## src/rtl/regfile_wb_arbiter.sv

```systemverilog
// Write-port arbiter for the dual-bank register file: integer writes win,
// losing FP results queue in a small FIFO, and a busy scoreboard flags FP hazards.
module regfile_wb_arbiter #(
  parameter int DEPTH = 2
) (
  input  logic        clk,
  input  logic        reset,
  input  logic        i_write,
  input  logic [1:0]  i_fpoint,
  input  logic [4:0]  i_rw,
  input  logic [31:0] i_data,
  input  logic        iss_valid,
  input  logic [4:0]  iss_rw,
  input  logic        f_valid,
  input  logic [4:0]  f_rw,
  input  logic [31:0] f_data,
  output logic        f_ready,
  input  logic        q_en,
  input  logic [4:0]  q_rs,
  input  logic [4:0]  q_rt,
  input  logic [4:0]  q_rd,
  output logic        hazard,
  output logic        rf_write,
  output logic [1:0]  rf_fpoint,
  output logic [4:0]  rf_rd,
  output logic        rf_regdst,
  output logic [31:0] rf_busW
);

  localparam int AW = $clog2(DEPTH);
  localparam logic [AW:0] FULL = (AW+1)'(DEPTH);

  logic [4:0]    fifo_rw   [DEPTH];
  logic [31:0]   fifo_data [DEPTH];
  logic [AW-1:0] wptr, rptr;
  logic [AW:0]   count;
  logic [31:0]   busy, busy_nxt;

  logic       empty, pop, bypass, push, fp_commit;
  logic [4:0] commit_rw;

  assign empty     = (count == '0);
  assign f_ready   = (count != FULL);
  assign pop       = !i_write && !empty;
  assign bypass    = !i_write && empty && f_valid;
  assign push      = f_valid && f_ready && !bypass;
  assign fp_commit = pop || bypass;
  assign commit_rw = pop ? fifo_rw[rptr] : f_rw;
  assign rf_regdst = 1'b1;
  assign hazard    = q_en && (busy[q_rs] || busy[q_rt] || busy[q_rd]);

  always_comb begin
    rf_write  = 1'b0;
    rf_fpoint = 2'd0;
    rf_rd     = 5'd0;
    rf_busW   = 32'd0;
    if (i_write) begin
      rf_write  = 1'b1;
      rf_fpoint = i_fpoint;
      rf_rd     = i_rw;
      rf_busW   = i_data;
    end else if (!empty) begin
      rf_write  = 1'b1;
      rf_fpoint = 2'd3;
      rf_rd     = fifo_rw[rptr];
      rf_busW   = fifo_data[rptr];
    end else if (f_valid) begin
      rf_write  = 1'b1;
      rf_fpoint = 2'd3;
      rf_rd     = f_rw;
      rf_busW   = f_data;
    end
  end

  // Set is applied after clear so a same-cycle reissue keeps the register busy.
  always_comb begin
    busy_nxt = busy;
    if (fp_commit) busy_nxt[commit_rw] = 1'b0;
    if (iss_valid) busy_nxt[iss_rw] = 1'b1;
  end

  always_ff @(posedge clk) begin
    if (reset) begin
      wptr  <= '0;
      rptr  <= '0;
      count <= '0;
      busy  <= '0;
    end else begin
      if (push) begin
        fifo_rw[wptr]   <= f_rw;
        fifo_data[wptr] <= f_data;
        wptr            <= wptr + 1'b1;
      end
      if (pop) rptr <= rptr + 1'b1;
      case ({push, pop})
        2'b10:   count <= count + 1'b1;
        2'b01:   count <= count - 1'b1;
        default: count <= count;
      endcase
      busy <= busy_nxt;
    end
  end

endmodule

```

## config.mk

```make
export PLATFORM = sky130hd
export DESIGN_NAME = regfile_wb_arbiter
export DESIGN_NICKNAME = d
export VERILOG_FILES = /design/src/rtl/regfile_wb_arbiter.sv
export SDC_FILE = /design/constraint.sdc
export NUM_CORES = 1
export LEC_CHECK = 0
export CORE_ASPECT_RATIO = 0.9
export CORE_MARGIN = 1.5
export CORE_UTILIZATION = 30
export CTS_CLUSTER_DIAMETER = 200
export DETAILED_ROUTE_END_ITERATION = 7
export GPL_TIMING_DRIVEN = 0
export PLACE_DENSITY = 0.55
export SLEW_MARGIN = 15
export SYNTH_ARGS = -nofsm -noshare
export SYNTH_HDL_FRONTEND = slang
export SYNTH_SLANG_ARGS = --single-unit
```

## constraint.sdc

```tcl
create_clock -name clk -period 4.2 [get_ports clk]
set_clock_uncertainty 0.05 [all_clocks]
set_input_delay 0.63 -clock clk [delete_from_list [all_inputs] [get_ports clk]]
set_output_delay 0.63 -clock clk [all_outputs]
set_load 0.05 [all_outputs]
```

# After elaboration in Yosys (flattened, before gate mapping)
# Memories as Yosys holds them, arrays and structs flattened. A register that Yosys moved wholly into a read port is not among the register bits.
# Cells that the tools add are included.
[word_totals]
ff_bits = 36
latchBits = 0
ram_bits = 74
romBits = 0
elab_cells = 72
mem_count = 2
[op_classes]
add_sub_neg = 4
n_mul = 0
div_mod_pow = 0
n_lt_le_gt_ge = 7
n_eq_ne = 3
shifts = 0
mux = 33
bitwise_logic = 3
reduce_logical = 16
[mem_list]
columns = ["memory", "words", "width", "rd", "rd_clocked_by_memory_dff", "write_ports", "line", "source"]
rows = [
  ["fifo_data", 2, 32, 1, 1, 1, "34", "logic [31:0] fifo_data [DEPTH];"],
  ["fifo_rw", 2, 5, 1, 1, 1, "33", "logic [4:0] fifo_rw [DEPTH];"],
]
[op_table]
columns = ["cell", "n"]
rows = [
  ["$mux 32", 5],
  ["$and 32x32->32", 1],
  ["$not 32->32", 1],
  ["$or 32x32->32", 1],
  ["$lt 5x6->1 const B", 5],
  ["$mux 5", 4],
  ["$bmux 1 s5", 3],
  ["$mux 1", 15],
  ["$demux 1 s5", 2],
  ["$ge 5x1->1 const B", 2],
  ["$logic_and 1x1->1", 8],
  ["$mux 2", 3],
  ["$pmux 2 s2", 1],
  ["$logic_not 1->1", 3],
  ["$logic_or 1x1->1", 3],
  ["$add 1x1->1 const B", 2],
  ["$add 2x1->2 const B", 1],
  ["$eq 2x1->1 const B", 1],
  ["$eq 2x2->1 const B", 1],
  ["$logic_not 2->1", 1],
  ["$ne 2x2->1 const B", 1],
  ["$reduce_bool 2->1", 1],
  ["$sub 2x1->2 const B", 1],
]

# Longest topological paths before layout
[depth]
depth_word = 13
depth_mapped = 7
ltp_nobuf = 6

# Worst setup path before layout
# No wires, ideal clock.
[synth_timing]
kind = "input to register"
from = "input i_write"
to = "memory fifo_data[1][0] (enable)"
setup_time_ps = 485
arrival_time_ps = 3922
required_ps = 3665
setup_slack_ps = -257
path_stages = 4
path_buffers = 1
cell_sequence = "clkbuf_1 nor2b_1 o21ai_0 nor3b_1"
[synth_via]
elab_chain_len = 8
[synth_rtl]
columns = ["element", "line", "source"]
rows = [
  ["start, declared", "8", "input logic i_write,"],
  ["$logic_not 1->1", "45", "assign bypass = !i_write && empty && f_valid;"],
  ["$logic_and 1x1->1 (2 in a row)", "45", ""],
  ["$logic_not 1->1", "46", "assign push = f_valid && f_ready && !bypass;"],
  ["$logic_and 1x1->1", "46", ""],
  ["$mux 1", "89", "if (push) begin"],
  ["$mux 1", "83", "if (reset) begin"],
  ["$mux 1 (implied by the code)", "91", "fifo_data[wptr] <= f_data;"],
  ["end, declared", "34", ""],
]
# No other way between the ends.

# Worst setup path in the final report
[layout_timing]
from = "input q_rd[0]"
to = "output hazard"
[layout_via]
elab_chain_len = 4
[layout_rtl]
columns = ["element", "line", "source"]
rows = [
  ["start, declared", "21", "input logic [4:0] q_rd,"],
  ["$bmux 1 s5", "50", "assign hazard = q_en && (busy[q_rs] || busy[q_rt] || busy[q_rd]);"],
  ["$mux 1 (implied by the code)", "50", ""],
  ["$logic_or 1x1->1", "50", ""],
  ["$logic_and 1x1->1", "50", ""],
  ["end, declared", "22", "output logic hazard,"],
]
# No other way between the ends. The select of a mux whose other input is x is not followed.

==> metrics.yaml <==
status: "completed"
initialDrtViolationCount: 336
rsz0062_at_grt: "no"
yosys.area_share.adder_pct: 0.208
ir_drop_mv: 0.239
yosysMostFrequentCell: "edfxtp_1"
synth_cell_types: 45
total_power_w: 0.00359
setup-violations-final: 0
hold_violations: 0
drive_gt1_share_pct: 7.52
clk_latency_ps: 360
drc: 0
cp_top_family: "buffers and inverters"
nets: 829
synth_top_family_by_area: "multiplexers"
grt_pass1_vias: 5043
cts_max_level: 3
path_max_fanout: 10
multiInputGateArea_um2: 2760
fin_ws_ps: 127
grt_antenna_before_repair: 0
post-route-min-period_ps: 4070
period_share_pct: 97.0
crit_required_ps: 3520
synthFlopType: "edfxtp_1"
grt_max_degree: 21
start_kind: "input pin"
ctsLongestPathBuffers: 2
synthTopCellsByArea: "edfxtp_1 37%, dfxtp_1 12%, mux2i_1 11%"
dp_hpwl_um: 13400
fp-row-count: 48
portBuffers: 136
die_y_um: 137
ant_nets: 0
ctsRootBufferMaster: "clkbuf_16"
routed_via_density: 5.24
die_w_um: 152
start_util_pct: 31.0
fin_cells: 981
cp-end-kind: "output port"
synth_top_area_share_pct: 36.9
hold_buffers: 0
min_path_type: "flip-flop to flip-flop"
maxSlewViolCount: 0
routedWlPerCell_um: 18.2
path_cells: "clkdlybuf4s50_1 > buf_6 > mux4_2 > mux2i_1 > nor3b_1 > or4_1 > o41a_1 > dlygate4sd2_1"
clk_pin_slew_worst_paths_ps: 80
fillerInstances: 1856
tightest_slew_ps: 1120
wl_um: 17800
fin_util_pct: 41.7
cts_sinks: 111
cpMaxStageDelayCell: "clkdlybuf4s50_1"
powerDensity_nw_per_um2: 444
timing.setup.critical_path_class: "input pin to output port"
synthCells: 575
pre_cts_ws_ps: -149
synth_commonest_cells: "74 x edfxtp_1, 71 x a21oi_1, 69 x mux2i_1, 42 x nor2_1"
routabilityCongestion: 0.795
dr.pass1.iters: 5
synth-xor-area-share_pct: 0.582
ys_seq_area_share_pct: 49.3
synthToLayoutAreaGrowth_pct: 34.4
core-area_um2: 19400
slowest_delay_ps: 510
synth-compound-area-share_pct: 15.8
max_cap_viol_count: 0
synth_edf_count: 74
cts_tree: "built"
post_cts_buffers: 0
regArea_um2: 2960
max_freq_ghz: 0.245
hold_ws_ps: 470
async_reset_ff_share_pct: 0
yosys.area_share.simple_pct: 10.5
syn_area_per_cell_um2: 10.5
cp_num_buf_inv: 3
relSlewSlack_pct: 25.1
cts_buffers: 9
ys_ff_latch: 111
crit_arrival_ps: 3390
dr_total_vias: 5139
die-area_um2: 20900
syn_nets: 678
power.leakage_nw: 2.80
ios: 145
grt_pass1_wl_um: 27500
grtUsageTotal_pct: 16.9
overflow: 0
muxShareOfSynthArea_pct: 18.3
synth_area_um2: 6010
yosysTopAreaCell: "edfxtp_1"
yosysWarnings: 0
antenna_cells: 0
dp_cells: 965
==> placed cells by master (no fill, tap or decap), types with 2 or more instances in the layout <==
master,count
a21oi_1,71
a22oi_1,7
a311oi_1,36
and3_1,4
and3b_1,2
buf_1,10
buf_16,2
buf_2,4
buf_4,2
buf_8,2
clkbuf_1,23
clkbuf_16,9
clkbuf_2,2
clkdlybuf4s50_1,135
dfxtp_1,37
edfxtp_1,74
inv_1,39
inv_8,3
mux2_2,12
mux2i_1,69
mux4_2,11
nand2_1,39
nand3_1,8
nand3b_1,6
nand4_1,2
nor2_1,42
nor2b_1,9
nor3b_1,6
o21ai_0,35
xnor2_1,2
xor2_1,2
==> logic make-up (layout without fill, tap and decap cells) <==
family,after synthesis,in the layout
AOI/OAI and AO/OA,155,155
and+or+nand+nor,130,130
DFF,111,111
muxes,93,93
buffers and inverters,80,236
xor gates and xnor gates,4,4
adders and majority gates,1,1
other,1,1
==> power breakdown <==
group | leakage (nW) | switching (W) | total [W] | internal (W)
clock | 0.139 | 0.000419 | 0.000838 | 0.000419
sequential | 0.973 | 0.0000277 | 0.00127 | 0.00124
combinational | 1.69 | 0.000942 | 0.00149 | 0.000544
==> flip-flops by register name, indices dropped and copies added (netlist names), named ones only <==
name / flops
busy: 32
count: 2
fifo_data: 64
fifo_rw: 10
rptr: 1
wptr: 1
==> routing by layer <==
layer | GRT usage (%) | part of all wire, %
met3 | 3.84 | 6.0
met1 | 21.8 | 44
met5 | 0 | 0
met2 | 29.0 | 49
met4 | 3.94 | 0.90
==> worst register-to-register path, delay by kind of cell (launching register included) <==
family	cells	cell delay, ps
AOI/OAI and AO/OA	2	390
buffers and inverters	2	600
DFF	1	300
muxes	1	470
and+or+nand+nor	2	570
==> repair_timing <==
item,in CTS,in global routing
gates resized for setup,2,4
endpoints found under the setup margin,21,19
pin swaps,0,0
==> through the flow <==
| stage | cell area [um^2] | TNS [ps] |
|---|---|---|
| 2_1_floorplan | 6020 | 0 |
| 3_5_place_dp | 7800 | -149 |
| 5_1_grt | 8090 | 0 |
| 3_3_place_gp | 7700 | -14160 |
| 6_report | 8090 | 0 |
| 4_1_cts | 8080 | 0 |
==> final cells by class <==
class / count / area share, %
Timing Repair Buffer: 140 / 17.9
Sequential cell: 111 / 36.6
Multi-Input combinational cell: 384 / 34.1
Tap cell: 250 / 3.87
Inverter: 39 / 1.81
Clock inverter: 6 / 0.727
Buffer: 41 / 2.18
Clock buffer: 10 / 2.83
==> worst paths after layout <==
kind	startpoint	endpoint	slack, ps	cells past startpoint
setup / recovery	q_rd[0]	hazard	130	8
hold / removal	rptr	flip-flop	470	2
setup reg to reg	count[0]	busy[6]	1680	7
hold reg to reg	rptr	flip-flop	470	2
No activity file was read; power rests on OpenSTA's default activity.
